`config.mk`:
```
export PLATFORM = sky130hd
export DESIGN_NAME = mem_access_stage
export DESIGN_NICKNAME = d
export VERILOG_FILES = /design/src/rtl/cpu_pkg.sv /design/src/rtl/dmem_req_ctrl.sv /design/src/rtl/mem_access_stage.sv
export SDC_FILE = /design/constraint.sdc
export NUM_CORES = 1
export LEC_CHECK = 0
export CAP_MARGIN = 25
export CELL_PAD_IN_SITES_DETAIL_PLACEMENT = 1
export CELL_PAD_IN_SITES_GLOBAL_PLACEMENT = 1
export CORE_MARGIN = 1.5
export CORE_UTILIZATION = 31
export CTS_BUF_LIST = sky130_fd_sc_hd__clkbuf_16
export DETAILED_ROUTE_END_ITERATION = 10
export PLACE_DENSITY_LB_ADDON = 0.1
export SYNTH_ARGS = -nofsm -noshare
export SYNTH_HDL_FRONTEND = slang
export SYNTH_SLANG_ARGS = --single-unit
```
`constraint.sdc`:
```
create_clock -name clk -period 2.2 [get_ports clk]
set_input_delay 0.33 -clock clk [delete_from_list [all_inputs] [get_ports clk]]
set_output_delay 0.33 -clock clk [all_outputs]
set_load 0.01 [all_outputs]
```
`src/rtl/cpu_pkg.sv`:
```
// Shared definitions for the 16-bit pipeline's memory stage:
// FSM state encoding, datapath width constants and the fault data pattern.
package cpu_pkg;

   localparam int CPU_DATA_W = 16;
   localparam int CPU_REG_W  = 4;

   // Returned as load data when an access is abandoned on timeout
   localparam logic [CPU_DATA_W-1:0] FAULT_DATA = 16'hDEAD;

   typedef enum logic [1:0] {
      S_IDLE = 2'd0,
      S_WAIT = 2'd1,
      S_DONE = 2'd2
   } mem_state_t;

endpackage

```
`src/rtl/dmem_req_ctrl.sv`:
```
// Data-memory request controller: IDLE/WAIT/DONE FSM plus the registered
// req/we/addr/wdata interface toward the data memory.
// Optional macro MEM_TIMEOUT_EN adds an 8-bit WAIT counter that abandons an
// unacknowledged access after TIMEOUT_CYCLES WAIT cycles and flags a fault.
module dmem_req_ctrl
   import cpu_pkg::*;
#(
   parameter int DATA_W         = CPU_DATA_W,
   parameter int ADDR_W         = 16,
   parameter int TIMEOUT_CYCLES = 64
) (
   input  logic              clk,
   input  logic              rst,
   input  logic              i_mem_op,
   input  logic              i_we,
   input  logic [ADDR_W-1:0] i_addr,
   input  logic [DATA_W-1:0] i_wdata,
   input  logic              i_ack,
   output mem_state_t        o_state,
   output logic              o_req,
   output logic              o_we,
   output logic [ADDR_W-1:0] o_addr,
   output logic [DATA_W-1:0] o_wdata,
   output logic              o_fault
);

   mem_state_t        r_state;
   mem_state_t        w_next;
   logic              w_expire;
   logic              r_req;
   logic              r_we;
   logic [ADDR_W-1:0] r_addr;
   logic [DATA_W-1:0] r_wdata;

   // The wait counter is 8 bits wide, so the limit must fit in it
   if (TIMEOUT_CYCLES < 2 || TIMEOUT_CYCLES > 256) begin : g_bad_timeout
      $error("dmem_req_ctrl: TIMEOUT_CYCLES must be in 2..256");
   end

`ifdef MEM_TIMEOUT_EN
   logic [7:0] r_wait_cnt;
   logic       r_fault;

   // An ack on the expiry cycle wins, so expiry requires no ack
   assign w_expire = (r_state == S_WAIT) && !i_ack &&
                     (r_wait_cnt == 8'(TIMEOUT_CYCLES - 1));

   // Count WAIT cycles without ack; cleared on entry to WAIT
   always_ff @(posedge clk or posedge rst) begin
      if (rst) begin
         r_wait_cnt <= '0;
      end else if (r_state == S_IDLE && i_mem_op) begin
         r_wait_cnt <= '0;
      end else if (r_state == S_WAIT && !i_ack) begin
         r_wait_cnt <= r_wait_cnt + 8'd1;
      end
   end

   // Fault flag is high only during the DONE cycle that follows expiry
   always_ff @(posedge clk or posedge rst) begin
      if (rst) begin
         r_fault <= 1'b0;
      end else begin
         r_fault <= w_expire;
      end
   end

   assign o_fault = r_fault;
`else
   assign w_expire = 1'b0;
   assign o_fault  = 1'b0;
`endif

   // State register
   always_ff @(posedge clk or posedge rst) begin
      if (rst) begin
         r_state <= S_IDLE;
      end else begin
         r_state <= w_next;
      end
   end

   // Next-state logic
   always_comb begin
      w_next = r_state;
      case (r_state)
         S_IDLE:  if (i_mem_op) w_next = S_WAIT;
         S_WAIT:  if (i_ack || w_expire) w_next = S_DONE;
         S_DONE:  w_next = S_IDLE;
         default: w_next = S_IDLE;
      endcase
   end

   // Request registers: loaded on accept, held through WAIT, req dropped on completion
   always_ff @(posedge clk or posedge rst) begin
      if (rst) begin
         r_req   <= 1'b0;
         r_we    <= 1'b0;
         r_addr  <= '0;
         r_wdata <= '0;
      end else if (r_state == S_IDLE && i_mem_op) begin
         r_req   <= 1'b1;
         r_we    <= i_we;
         r_addr  <= i_addr;
         r_wdata <= i_wdata;
      end else if (r_state == S_WAIT && (i_ack || w_expire)) begin
         r_req   <= 1'b0;
      end
   end

   assign o_state = r_state;
   assign o_req   = r_req;
   assign o_we    = r_we;
   assign o_addr  = r_addr;
   assign o_wdata = r_wdata;

endmodule

```
`src/rtl/mem_access_stage.sv`:
```
// MEM stage of the 16-bit 5-stage pipeline. Runs loads/stores through a
// variable-latency req/ack data-memory interface, stalls upstream while an
// access is outstanding, and presents the write-back fields to pipe_mem_wb.
// Optional macro MEM_TIMEOUT_EN enables the access timeout / mem_fault path.
module mem_access_stage
   import cpu_pkg::*;
#(
   parameter int DATA_W         = CPU_DATA_W,
   parameter int ADDR_W         = 16,
   parameter int REG_W          = CPU_REG_W,
   parameter int TIMEOUT_CYCLES = 64
) (
   input  logic              clk,
   input  logic              rst,
   input  logic              valid_in,
   input  logic              mem_read_in,
   input  logic              mem_write_in,
   input  logic              mem_to_reg_in,
   input  logic              reg_write_in,
   input  logic [DATA_W-1:0] alu_result_in,
   input  logic [DATA_W-1:0] store_data_in,
   input  logic [REG_W-1:0]  rd_in,
   output logic              dmem_req,
   output logic              dmem_we,
   output logic [ADDR_W-1:0] dmem_addr,
   output logic [DATA_W-1:0] dmem_wdata,
   input  logic [DATA_W-1:0] dmem_rdata,
   input  logic              dmem_ack,
   output logic              mem_stall,
   output logic              mem_to_reg,
   output logic              reg_write,
   output logic [DATA_W-1:0] alu_result,
   output logic [DATA_W-1:0] mem_data,
   output logic [REG_W-1:0]  rd,
   output logic              mem_fault
);

   mem_state_t        w_state;
   logic              w_mem_op;
   logic              w_accept;
   logic              w_fault;

   logic              r_mem_to_reg;
   logic              r_reg_write;
   logic [DATA_W-1:0] r_alu_result;
   logic [REG_W-1:0]  r_rd;
   logic              r_is_load;
   logic [DATA_W-1:0] r_mem_data;

   // Both read and write set is treated as a store
   assign w_mem_op = valid_in & (mem_read_in | mem_write_in);
   assign w_accept = (w_state == S_IDLE) & w_mem_op;

   dmem_req_ctrl #(
      .DATA_W         (DATA_W),
      .ADDR_W         (ADDR_W),
      .TIMEOUT_CYCLES (TIMEOUT_CYCLES)
   ) u_req_ctrl (
      .clk     (clk),
      .rst     (rst),
      .i_mem_op(w_mem_op),
      .i_we    (mem_write_in),
      .i_addr  (alu_result_in[ADDR_W-1:0]),
      .i_wdata (store_data_in),
      .i_ack   (dmem_ack),
      .o_state (w_state),
      .o_req   (dmem_req),
      .o_we    (dmem_we),
      .o_addr  (dmem_addr),
      .o_wdata (dmem_wdata),
      .o_fault (w_fault)
   );

   // Capture write-back fields on accept; capture load data on ack in WAIT
   always_ff @(posedge clk or posedge rst) begin
      if (rst) begin
         r_mem_to_reg <= 1'b0;
         r_reg_write  <= 1'b0;
         r_alu_result <= '0;
         r_rd         <= '0;
         r_is_load    <= 1'b0;
         r_mem_data   <= '0;
      end else if (w_accept) begin
         r_mem_to_reg <= mem_to_reg_in;
         r_reg_write  <= reg_write_in;
         r_alu_result <= alu_result_in;
         r_rd         <= rd_in;
         r_is_load    <= ~mem_write_in;
         r_mem_data   <= '0;
      end else if (w_state == S_WAIT && dmem_ack && r_is_load) begin
         r_mem_data   <= dmem_rdata;
      end
   end

   // Output muxing: pass-through in IDLE, bubble while busy, captured fields in DONE
   always_comb begin
      mem_stall  = 1'b0;
      mem_to_reg = 1'b0;
      reg_write  = 1'b0;
      alu_result = '0;
      mem_data   = '0;
      rd         = '0;
      case (w_state)
         S_IDLE: begin
            if (w_mem_op) begin
               mem_stall = 1'b1;
            end else begin
               reg_write  = valid_in & reg_write_in;
               mem_to_reg = mem_to_reg_in;
               alu_result = alu_result_in;
               rd         = rd_in;
            end
         end
         S_WAIT: begin
            mem_stall = 1'b1;
         end
         S_DONE: begin
            mem_to_reg = r_mem_to_reg;
            reg_write  = r_reg_write & ~w_fault;
            alu_result = r_alu_result;
            rd         = r_rd;
            mem_data   = w_fault ? DATA_W'(FAULT_DATA) : r_mem_data;
         end
         default: begin
            mem_stall = 1'b0;
         end
      endcase
   end

   assign mem_fault = w_fault;

endmodule

```
==> Flow_metrics.wiki, run 1 <==
{| class="wikitable"
! Metric !! Value
|-
| CP Max Fanout || 16
|-
| Via Count || 2,261
|-
| Transition at the pin with the smallest max-transition slack || 615 ps
|-
| Synthesis-to-layout area growth || 63.8%
|-
| Clk pin slew, worst setup/hold paths || 50 ps
|-
| Number of core rows || 34
|-
| Area of the core region || 8680 µm²
|-
| Violation count after the first detailed-route iteration || 50
|-
| Maximum clock frequency || 0.472 GHz
|-
| Synth Net Count || 283
|-
| Yosys reg bits || 59
|-
| Dpl hpwl || 5.22 mm
|-
| TritonCTS Sinks || 59
|-
| Root buf cell || sky130_fd_sc_hd__clkbuf_16
|-
| Die outline height || 97.5 µm
|-
| Vias in the first global route || 2,490
|-
| Layout Cells excl Fill || 481
|-
| Clock tree from TritonCTS || built
|-
| P per Cell Area || 922 nW/µm²
|-
| Status || completed
|-
| Placed Cells || 459
|-
| Hold Path Class || input port to async pin
|-
| Sequential fraction of the synthesis area || 0.534
|-
| Top cell family by delay on the critical path || buffers and inverters
|-
| Total buffers and inverters traversed by the critical path || 2
|-
| Ratio of final minimum period to clock period || 0.962
|-
| Count of unresolved DRC violations after routing || 0
|-
| Clock latency of the later-clocked register in the worst-skew pair || 320 ps
|-
| Largest stage delay on the critical path || 540 ps
|-
| Boundary Pins || 134
|-
| Critical path's slowest cell || sky130_fd_sc_hd__clkdlybuf4s50_1
|-
| Placed Area || 4260 µm²
|-
| Rel. slew slack || 0.590
|-
| Leakage Power || 0.00198 µW
|-
| GRT Overall Usage || 0.170
|-
| Cell area after technology mapping || 2770 µm²
|-
| Number of buffers created by CTS || 9
|-
| Initial cell density of the core || 0.319
|-
| Post-synth EDFFs || 0
|-
| Detailed-router iteration count before antenna repair || 4
|-
| Global placement routability congestion || 0.685
|-
| Final Hold Violating Endpoints || 0
|-
| Worst IR drop on VDD || 0.476 mV
|-
| Synthesis warning total || 0
|-
| Post-route worst hold slack || 414 ps
|-
| Overall power || 4180 µW
|-
| Setup slack of the worst register-to-register path || 560 ps
|-
| Count of unique library cells instantiated by Yosys || 27
|-
| Reg-to-reg critical path endpoint || u_req_ctrl.o_wdata[7]
|-
| Non-Filler Cell Area, Final || 4530 µm²
|-
| Post-Route WL || 7.65 mm
|-
| Crit path capture type || primary output
|-
| Filler cells || 961
|-
| PortBufs || 132
|-
| Cell Chain, Critical Path || nor2b_4 > buf_8 > and2_1 > clkdlybuf4s50_1
|-
| Library cell occupying the most area in the post-synthesis netlist || sky130_fd_sc_hd__dfrtp_1
|-
| Horizontal die dimension || 97.5 µm
|-
| Share of the synthesized area in the top cell type || 0.534
|-
| Gate Count Post-Synth || 223
|-
| Startpoint kind of the worst setup timing path || register
|-
| Vias/cell || 4.70
|-
| Number of cells on the worst reg-to-reg path || 4
|-
| Number of levels in the clock H-tree || 3
|-
| Layout cell share with drive strength beyond 1 || 0.247
|-
| Worst clock skew || 5.37 ps
|-
| Cell types with the largest area share after synthesis || sky130_fd_sc_hd__dfrtp_1 (53%), sky130_fd_sc_hd__mux2_4 (12%), sky130_fd_sc_hd__mux2_2 (7.3%)
|-
| Tmin final || 2120 ps
|-
| Primary flip-flop cell chosen by synthesis mapping || sky130_fd_sc_hd__dfrtp_1
|-
| Antenna Violating Nets Remaining || 0
|-
| Start-to-end type of the worst setup path || register to primary output
|-
| Syn avg cell area || 12.4 µm²
|-
| Final setup violation count || 0
|-
| GRT overflow || 0
|-
| First-pass GRT wire length || 12.9 mm
|-
| Async S/R FF share, synth || 1.00
|-
| Max Buffers Root-to-Sink || 2
|-
| Largest net degree at the start of global routing || 30
|-
| Worst EP arrival || 1790 ps
|-
| Post-route core utilization || 0.522
|-
| Hold_buf cts || 0
|-
| Total number of cells along the worst setup path || 4
|-
| Number of antenna violations at the first check in global routing || 0
|-
| Final #Nets || 428
|-
| Startpoint of the worst-slack reg-to-reg timing path || u_req_ctrl.o_state[1]
|-
| Pins Over Slew Limit || 0
|-
| MaxCap Viol Count || 0
|-
| Data required time of the worst path || 1870 ps
|-
| Routed WL per cell || 15.9 µm
|-
| Number of antenna cells inserted || 0
|-
| Die area || 9500 µm²
|}
==> report_power, final <==
part	leakage, µW	internal [µW]	switching [µW]	total [µW]
clock network	0.000138	735	448	1180
registers	0.000717	1380	178	1560
logic	0.00113	899	532	1430
==> worst reg2reg max path: cells and delay by family, from the launching register on <==
kind                   cells  cell delay [ps]
AND/OR/NAND/NOR            1              270
flip-flops                 1              440
buffers and inverters      2              430
multiplexers               1              380
==> layer usage <==
layer | global-route usage | vias up | wire (µm)
li1 | - | 1060 | -
met1 | 0.221 | 1111 | 3460
met2 | 0.272 | 85 | 3560
met3 | 0.0612 | 5 | 554
met4 | 0.0396 | 0 | 71
met5 | 0 | - | 0
==> layout by cell type (no fill, tap or decap), types with 5 or more instances in the layout <==
cell type	count
sky130_fd_sc_hd__clkdlybuf4s50_1	108
sky130_fd_sc_hd__dfrtp_1	57
sky130_fd_sc_hd__nand2_1	35
sky130_fd_sc_hd__mux2_4	22
sky130_fd_sc_hd__a22o_1	21
sky130_fd_sc_hd__mux2_2	18
sky130_fd_sc_hd__o21ai_0	16
sky130_fd_sc_hd__and2_1	16
sky130_fd_sc_hd__clkbuf_2	14
sky130_fd_sc_hd__buf_4	12
sky130_fd_sc_hd__clkbuf_16	9
sky130_fd_sc_hd__clkdlybuf4s15_1	8
sky130_fd_sc_hd__inv_1	5
sky130_fd_sc_hd__buf_12	5
==> Yosys cell counts (2+ instances only) <==
cell type                   n
sky130_fd_sc_hd__a21oi_1    2
sky130_fd_sc_hd__a22o_1    21
sky130_fd_sc_hd__and2_1    16
sky130_fd_sc_hd__buf_12     2
sky130_fd_sc_hd__buf_2      8
sky130_fd_sc_hd__buf_4      3
sky130_fd_sc_hd__buf_6      2
sky130_fd_sc_hd__clkbuf_1   2
sky130_fd_sc_hd__dfrtp_1   59
sky130_fd_sc_hd__inv_1      3
sky130_fd_sc_hd__mux2_2    18
sky130_fd_sc_hd__mux2_4    22
sky130_fd_sc_hd__nand2_1   35
sky130_fd_sc_hd__nor2_1     2
sky130_fd_sc_hd__o21ai_0   16
==> stage by stage <==
stage               worst slack (ps)  setup TNS, ps
finish                          83.4              0
global route                   -6.70          -6.70
CTS                             1.75              0
detailed placement              -279          -5630
global placement                -261          -5220
floorplan                        414              0
==> how the worst max path moves through the flow <==
stage / start / to
6_report: u_req_ctrl.o_state[1] / mem_data[10]
5_1_grt: u_req_ctrl.o_state[1] / mem_data[15]
4_1_cts: mem_read_in / rd[3]
3_5_place_dp: mem_write_in / rd[3]
3_3_place_gp: mem_write_in / alu_result[8]
2_1_floorplan: rst / r_alu_result[0]
==> logic make-up (layout without fill, tap and decap cells) <==
kind of cell | after synthesis | after routing | share of synthesized area
muxes | 41 | 41 | 0.196
buffers and inverters | 21 | 171 | 0.0538
DFF | 59 | 59 | 0.534
AOI/OAI and AO/OA | 41 | 41 | 0.104
and+or+nand+nor | 60 | 60 | 0.111
other | 1 | 1 | 0.00136
==> cell type report <==
type	instances	area, µm²	area share
Inverter	3	11.3	0.00249
Clock buffer	9	225	0.0497
Timing Repair Buffer	152	1500	0.330
Sequential cell	59	1480	0.326
Clock inverter	7	28.8	0.00635
Tap cell	108	135	0.0298
Multi-Input combinational cell	143	1150	0.255
==> what timing repair did <==
action	4_1_cts	5_1_grt
setup buffers	1	4
gates cloned	1	0
resized for setup	31	37
hold endpoints to repair	0	0
pin swaps	1	1
endpoints found under the setup margin	38	39
Note: power is estimated with default switching activity, not from simulation.
==> run 2, diff against run 1 <==
==> constraint.sdc (replaced) <==
create_clock -name clk -period 2.28 [get_ports clk]
set_input_delay 0.342 -clock clk [delete_from_list [all_inputs] [get_ports clk]]
set_output_delay 0.342 -clock clk [all_outputs]
set_load 0.01 [all_outputs]
==> run 2 against run 1 <==
  * Register-to-register slack gained 60 ps
  * Worst setup slack got worse by 6.1 ps
  * Combinational power shrank 4%
  * Routed wire length down 0.56%
  * Sequential power is 3% lower
  * Power shrank 0.90%
  * Largest power group unchanged
  * Die area stayed put
  * Worst hold slack worse by 11 ps
  * Clock-buffer cell count unchanged
  * Clock skew down 1.2 ps
  * Final area up 0.55%
==> Flow_metrics.wiki, run 2 (synthesis results as in run 1) <==
{| class="wikitable"
! Metric !! Value
|-
| Initial cell density of the core || 0.319 (unchanged)
|-
| Number of antenna cells inserted || 0 (unchanged)
|-
| Dpl hpwl || 5.14 mm (-1.5%)
|-
| Clock latency of the later-clocked register in the worst-skew pair || 320 ps (about the same)
|-
| Placed Area || 4240 µm² (-0.35%)
|-
| Number of core rows || 34 (unchanged)
|-
| Most used cells in the layout excluding fill and tap cells || sky130_fd_sc_hd__clkdlybuf4s50_1 (109), sky130_fd_sc_hd__dfrtp_1 (57), sky130_fd_sc_hd__nand2_1 (35), sky130_fd_sc_hd__mux2_4 (22), sky130_fd_sc_hd__a22o_1 (21)
|-
| Vias/cell || 4.80 (+2.2%)
|-
| Worst clock skew || 4.15 ps (-1.22 ps)
|-
| Minimum setup slack in the final design || 77.3 ps (-6.09 ps)
|-
| Hold Path Class || input port to async pin
|-
| Number of buffers created by CTS || 9 (unchanged)
|-
| Max Buffers Root-to-Sink || 2 (unchanged)
|-
| Sw Pwr || 1120 µW (-3.4%)
|-
| Top cell family by delay on the critical path || buffers and inverters
|-
| Number of antenna violations at the first check in global routing || 0 (unchanged)
|-
| Setup repair after global routing missed its margin || yes
|-
| Setup slack of the worst register-to-register path || 620 ps (+60 ps)
|-
| Final Hold Violating Endpoints || 0 (unchanged)
|-
| CP Max Fanout || 10 (-6)
|-
| GRT overflow || 0 (unchanged)
|-
| Clock network fraction of design power || 0.304 (+0.021)
|-
| Switching share of total power || 0.270 (-0.00707)
|-
| Worst IR drop on VDD || 0.425 mV (-11%)
|-
| Pins Over Slew Limit || 0 (unchanged)
|-
| P per Cell Area || 908 nW/µm² (-1.4%)
|-
| Routed WL per cell || 16.0 µm (+0.48%)
|-
| TritonCTS Sinks || 59 (unchanged)
|-
| Int Power || 3020 µW (about the same)
|-
| Global placement routability congestion || 0.680 (-0.80%)
|-
| Number of levels in the clock H-tree || 3 (unchanged)
|-
| Area of the core region || 8680 µm² (unchanged)
|-
| Portion of total power attributed to combinational logic || 0.331 (-0.012)
|-
| Root buf cell || sky130_fd_sc_hd__clkbuf_16
|-
| Final setup violation count || 0 (unchanged)
|-
| Final #Nets || 423 (-1.2%)
|-
| Sequential cell fraction of total power || 0.365 (-0.009)
|-
| Post-route core utilization || 0.525 (+0.00288)
|-
| Status || completed
|-
| Maximum clock frequency || 0.454 GHz
|-
| Via Count || 2,287 (+1.1%)
|-
| MaxCap Viol Count || 0 (unchanged)
|-
| Start-to-end type of the worst setup path || input port to primary output
|-
| Synthesis-to-layout area growth || 64.7%
|-
| Die outline height || 97.5 µm (unchanged)
|-
| Largest stage delay on the critical path || 500 ps (-40 ps)
|-
| Worst setup slack after placement || -227 ps (+52.2 ps)
|-
| Critical path's slowest cell || sky130_fd_sc_hd__clkdlybuf4s50_1
|-
| Leakage Power || 0.00199 µW (+0.64%)
|-
| Hold_buf cts || 0 (unchanged)
|-
| Data required time of the worst path || 1940 ps (+70 ps)
|-
| Post-Route WL || 7.61 mm (-0.56%)
|-
| Largest net degree at the start of global routing || 60 (+100%)
|-
| Clk pin slew, worst setup/hold paths || 50 ps (about the same)
|-
| Tmin final || 2200 ps
|-
| Cell Chain, Critical Path || clkdlybuf4s50_1 > o21ai_2 > nor3b_4 > buf_4 > buf_16 > a22o_1 > dlygate4sd2_1
|-
| Ratio of final minimum period to clock period || 0.966
|-
| Violation count after the first detailed-route iteration || 22 (-56%)
|-
| Antenna Violating Nets Remaining || 0 (unchanged)
|-
| Horizontal die dimension || 97.5 µm (unchanged)
|-
| Boundary Pins || 134 (unchanged)
|-
| Crit path capture type || primary output
|-
| First-pass GRT wire length || 12.7 mm (-2.0%)
|-
| Clock tree from TritonCTS || built
|-
| Startpoint kind of the worst setup timing path || input port
|-
| GRT Overall Usage || 0.169 (-0.00148)
|-
| Layout cell share with drive strength beyond 1 || 0.204 (-0.0428)
|-
| PortBufs || 132 (unchanged)
|-
| Die area || 9500 µm² (unchanged)
|-
| Worst EP arrival || 1860 ps (+70 ps)
|-
| Detailed-router iteration count before antenna repair || 4 (unchanged)
|-
| Non-Filler Cell Area, Final || 4560 µm² (+0.55%)
|-
| Count of unresolved DRC violations after routing || 0 (unchanged)
|-
| Vias in the first global route || 2,480 (-0.40%)
|-
| Total buffers and inverters traversed by the critical path || 4 (+2)
|-
| Most common library cell in the layout ignoring fill and taps || sky130_fd_sc_hd__clkdlybuf4s50_1
|}
[run 2: routing by layer]
layer	routed length, µm	GRT usage
met1	3360	0.223
met4	110	0.0692
met2	3630	0.263
met3	508	0.0446
met5	0	0
[run 2: area by class of cell]
cell class                 instances  area [µm²]
fill                             932        4120
timing repair buffer             147        1500
sequential                        59        1480
multi-input combinational        143        1150
clock buffer                       9         225
tap                              108         135
clock inverter                     7        53.8
inverter                           3        11.3
[run 2: stage by stage]
step	hold WS [ps]	TNS [ps]	power, µW	cells
after floorplan	435	0	2160	223
after global placement	490	-3820	2880	457
after detailed placement	495	-4370	2920	457
after CTS	427	0	4210	476
after global routing	439	-68.1	4360	476
final	404	0	4140	476
[run 2: worst reg2reg max path: stages (launching register included)]
cell and delay (ps):
sky130_fd_sc_hd__dfrtp_2 440, sky130_fd_sc_hd__buf_4 170, sky130_fd_sc_hd__nor3_4 280, sky130_fd_sc_hd__buf_12 260
sky130_fd_sc_hd__mux2_2 390
[run 2: worst paths after layout]
path                                  startpoint                    end  cells after the start
setup / recovery                        valid_in          alu_result[2]                      7
hold / removal                               rst          r_mem_data[4]                      3
setup reg to reg           u_req_ctrl.o_state[1]       r_alu_result[13]                      4
hold reg to reg            u_req_ctrl.o_wdata[5]  u_req_ctrl.o_wdata[5]                      1
max in group asynchronous                    rst  u_req_ctrl.o_state[0]                      3
min in group clk           u_req_ctrl.o_wdata[5]  u_req_ctrl.o_wdata[5]                      1
[run 2: power by group through the flow]
stage	clock (µW)	sequential [µW]	combinational, µW
after floorplan	0	1580	583
after detailed placement	0	1530	1390
after CTS	1300	1510	1390
after global placement	0	1510	1370
after global routing	1330	1550	1480
final	1260	1510	1370
[run 2: repair_timing]
action / in CTS / in global routing
resized for setup: 28 / 13
setup endpoints to repair: 38 / 31
cloned: 1 / 0
setup buffers: 2 / 0
==> run 3, diff against run 2 <==
--- a/config.mk
+++ b/config.mk
@@ -9,7 +9,7 @@
 export CELL_PAD_IN_SITES_DETAIL_PLACEMENT = 1
 export CELL_PAD_IN_SITES_GLOBAL_PLACEMENT = 1
 export CORE_MARGIN = 1.5
-export CORE_UTILIZATION = 31
+export CORE_UTILIZATION = 25
 export CTS_BUF_LIST = sky130_fd_sc_hd__clkbuf_16
 export DETAILED_ROUTE_END_ITERATION = 10
 export PLACE_DENSITY_LB_ADDON = 0.1
==> run 3 against run 2 <==
  * Worst hold slack worse by 49 ps
  * Routed wire length rose by 5.6%
  * Clock power is 8% lower
  * Worst setup slack better by 33 ps
  * First-iteration DRC count is 68% higher
  * Sequential power about the same
  * Core utilization fell by 11 points
  * Final cell count rose by 6.7%
  * Die area rose by 23%
  * Global-route usage is 2.7 points lower
  * Register-to-register slack worse by 20 ps
  * Largest cell class is now sequential cells
==> Flow_metrics.wiki, run 3 (synthesis results as in run 1) <==
{| class="wikitable"
! Metric !! Value
|-
| Status || completed
|-
| Antenna Violating Nets Remaining || 0 (unchanged)
|-
| Final Hold Violating Endpoints || 0 (unchanged)
|-
| Die area || 11,700 µm² (+23%)
|-
| Worst EP arrival || 1830 ps (-30 ps)
|-
| Filler cells || 1,185 (+27%)
|-
| Reg-to-reg critical path endpoint || u_req_ctrl.o_wdata[12]
|-
| Placed Area || 4290 µm² (+1.1%)
|-
| Ratio of final minimum period to clock period || 0.952 (-0.0144)
|-
| Global placement routability congestion || 0.682 (+0.38%)
|-
| Tmin final || 2170 ps (-32.9 ps)
|-
| GRT overflow || 0 (unchanged)
|-
| Startpoint kind of the worst setup timing path || input port
|-
| Overall power || 4010 µW (-3.0%)
|-
| PortBufs || 132 (unchanged)
|-
| Initial cell density of the core || 0.256 (-0.0625)
|-
| Critical path's slowest cell || sky130_fd_sc_hd__clkdlybuf4s50_1
|-
| Largest stage delay on the critical path || 450 ps (-50 ps)
|-
| Number of core rows || 38 (+12%)
|-
| Setup slack of the worst register-to-register path || 600 ps (-20 ps)
|-
| Layout cell share with drive strength beyond 1 || 0.204 (unchanged)
|-
| Hold Path Class || input port to async pin
|-
| Vias in the first global route || 2,348 (-5.3%)
|-
| Setup repair after global routing missed its margin || no
|-
| Worst IR drop on VDD || 0.361 mV (-15%)
|-
| Maximum clock frequency || 0.461 GHz (+1.5%)
|-
| MaxCap Viol Count || 0 (unchanged)
|-
| Number of cells on the worst reg-to-reg path || 4 (unchanged)
|-
| Root buf cell || sky130_fd_sc_hd__clkbuf_16
|-
| Count of unresolved DRC violations after routing || 0 (unchanged)
|-
| Number of instances resized during post-cts repair || 26 (-7.1%)
|-
| Count of buffers added by post-CTS timing repair for setup || 0 (-2)
|-
| Horizontal die dimension || 108 µm (+11%)
|-
| Non-Filler Cell Area, Final || 4530 µm² (-0.63%)
|-
| Post-route worst hold slack || 354 ps (-49.2 ps)
|-
| GRT Overall Usage || 0.142 (-0.0269)
|-
| Die outline height || 108 µm (+11%)
|-
| Number of levels in the clock H-tree || 3 (unchanged)
|-
| Start-to-end type of the worst setup path || input port to primary output
|-
| P per Cell Area || 887 nW/µm² (-2.4%)
|-
| Hold_buf cts || 0 (unchanged)
|-
| Number of antenna violations at the first check in global routing || 0 (unchanged)
|-
| Number of antenna cells inserted || 0 (unchanged)
|-
| Timing endpoint of the critical path || rd[0]
|-
| Clock tree from TritonCTS || built
|-
| Boundary Pins || 134 (unchanged)
|-
| Detailed-router iteration count before antenna repair || 4 (unchanged)
|-
| Vias/cell || 4.42 (-8.0%)
|-
| Violation count after the first detailed-route iteration || 37 (+68%)
|-
| Worst clock skew || 7.71 ps (+3.56 ps)
|-
| Crit path launch || mem_write_in
|-
| Placed Cells || 493 (+7.9%)
|-
| Layout Cells excl Fill || 508 (+6.7%)
|-
| Area of the core region || 10,800 µm² (+24%)
|-
| First-pass GRT wire length || 12.4 mm (-1.7%)
|-
| Crit path capture type || primary output
|-
| CP Max Fanout || 21 (+11)
|-
| Final #Nets || 424 (+0.24%)
|-
| Routed WL per cell || 15.8 µm (-1.0%)
|-
| Most common library cell in the layout ignoring fill and taps || sky130_fd_sc_hd__clkdlybuf4s50_1
|-
| Dpl hpwl || 5.73 mm (+11%)
|-
| Clk pin slew, worst setup/hold paths || 50 ps (about the same)
|-
| Data required time of the worst path || 1940 ps (about the same)
|-
| Number of buffers created by CTS || 9 (unchanged)
|-
| Synthesis-to-layout area growth || 63.6%
|-
| Cell Chain, Critical Path || clkdlybuf4s50_1 > o21ai_2 > nor3b_4 > buf_12 > a22o_1 > dlygate4sd2_1
|-
| Post-Route WL || 8.03 mm (+5.6%)
|-
| Largest net degree at the start of global routing || 37 (-38%)
|-
| Pins Over Slew Limit || 0 (unchanged)
|-
| Leakage Power || 0.00199 µW (-0.31%)
|-
| Startpoint of the worst-slack reg-to-reg timing path || u_req_ctrl.o_state[1]
|-
| Final setup violation count || 0 (unchanged)
|-
| Max Buffers Root-to-Sink || 2 (unchanged)
|-
| Via Count || 2,246 (-1.8%)
|-
| TritonCTS Sinks || 59 (unchanged)
|-
| Clock latency of the later-clocked register in the worst-skew pair || 320 ps (about the same)
|-
| Post-route core utilization || 0.419 (-0.106)
|-
| Most used cells in the layout excluding fill and tap cells || sky130_fd_sc_hd__clkdlybuf4s50_1 (110), sky130_fd_sc_hd__dfrtp_1 (57), sky130_fd_sc_hd__nand2_1 (35), sky130_fd_sc_hd__mux2_4 (22), sky130_fd_sc_hd__dlygate4sd2_1 (22)
|}
==> run 3: changes by cell type in the layout (fill, tap and decap cells not counted), sizes merged <==
cell           previous run  this run
clkdlybuf4s50           109       110
clkbuf                   11         9
clkinv                    2         4
inv                       7         5
buf                      15        16
dlygate4sd2              14        22
clkdlybuf4s15             7         0
bufinv                    1         0
==> run 3: routing by layer <==
metal	up-vias	share of wire	global-route usage
li1	1048	-	-
met1	1123	0.42	0.173
met2	69	0.51	0.241
met3	6	0.061	0.0386
met4	0	0.011	0.0479
met5	-	0	0
==> run 3: layout make-up <==
| type | instances | area (µm²) | share of cell area |
|---|---|---|---|
| flip-flops and latches | 59 | 1480 | 0.327 |
| clock inverters | 6 | 26.3 | 0.00580 |
| well taps | 140 | 175 | 0.0387 |
| inverters | 3 | 11.3 | 0.00249 |
| clock buffers | 9 | 225 | 0.0498 |
| multi-input cells | 143 | 1150 | 0.255 |
| repair buffers | 148 | 1460 | 0.321 |
==> run 3: critical path: cells and delay by family <==
family | cells | cell delay (ps)
AND/OR/NAND/NOR | 1 | 230
buffers and inverters | 3 | 920
AO/OA/AOI/OAI | 2 | 320
==> run 3: per-stage QoR <==
stage	setup slack (ps)	TNS [ps]
2_1_floorplan	482	0
3_3_place_gp	-162	-2970
3_5_place_dp	-182	-3440
4_1_cts	22.3	0
5_1_grt	2.58	0
6_report	110	0
==> run 3: worst min path at each step <==
stage	endpoint	slack, ps
final	r_rd[3]	350
after global placement	u_req_ctrl.o_wdata[1]	490
after detailed placement	u_req_ctrl.o_wdata[0]	490
after CTS	r_mem_data[11]	370
after global routing	r_rd[3]	390
after floorplan	r_is_load	430
==> run 3: where the power goes <==
group	total, µW	switching, µW	leakage, µW	internal [µW]
sequential	1510	180	0.000717	1340
combinational	1340	501	0.00114	837
clock	1160	452	0.000135	709
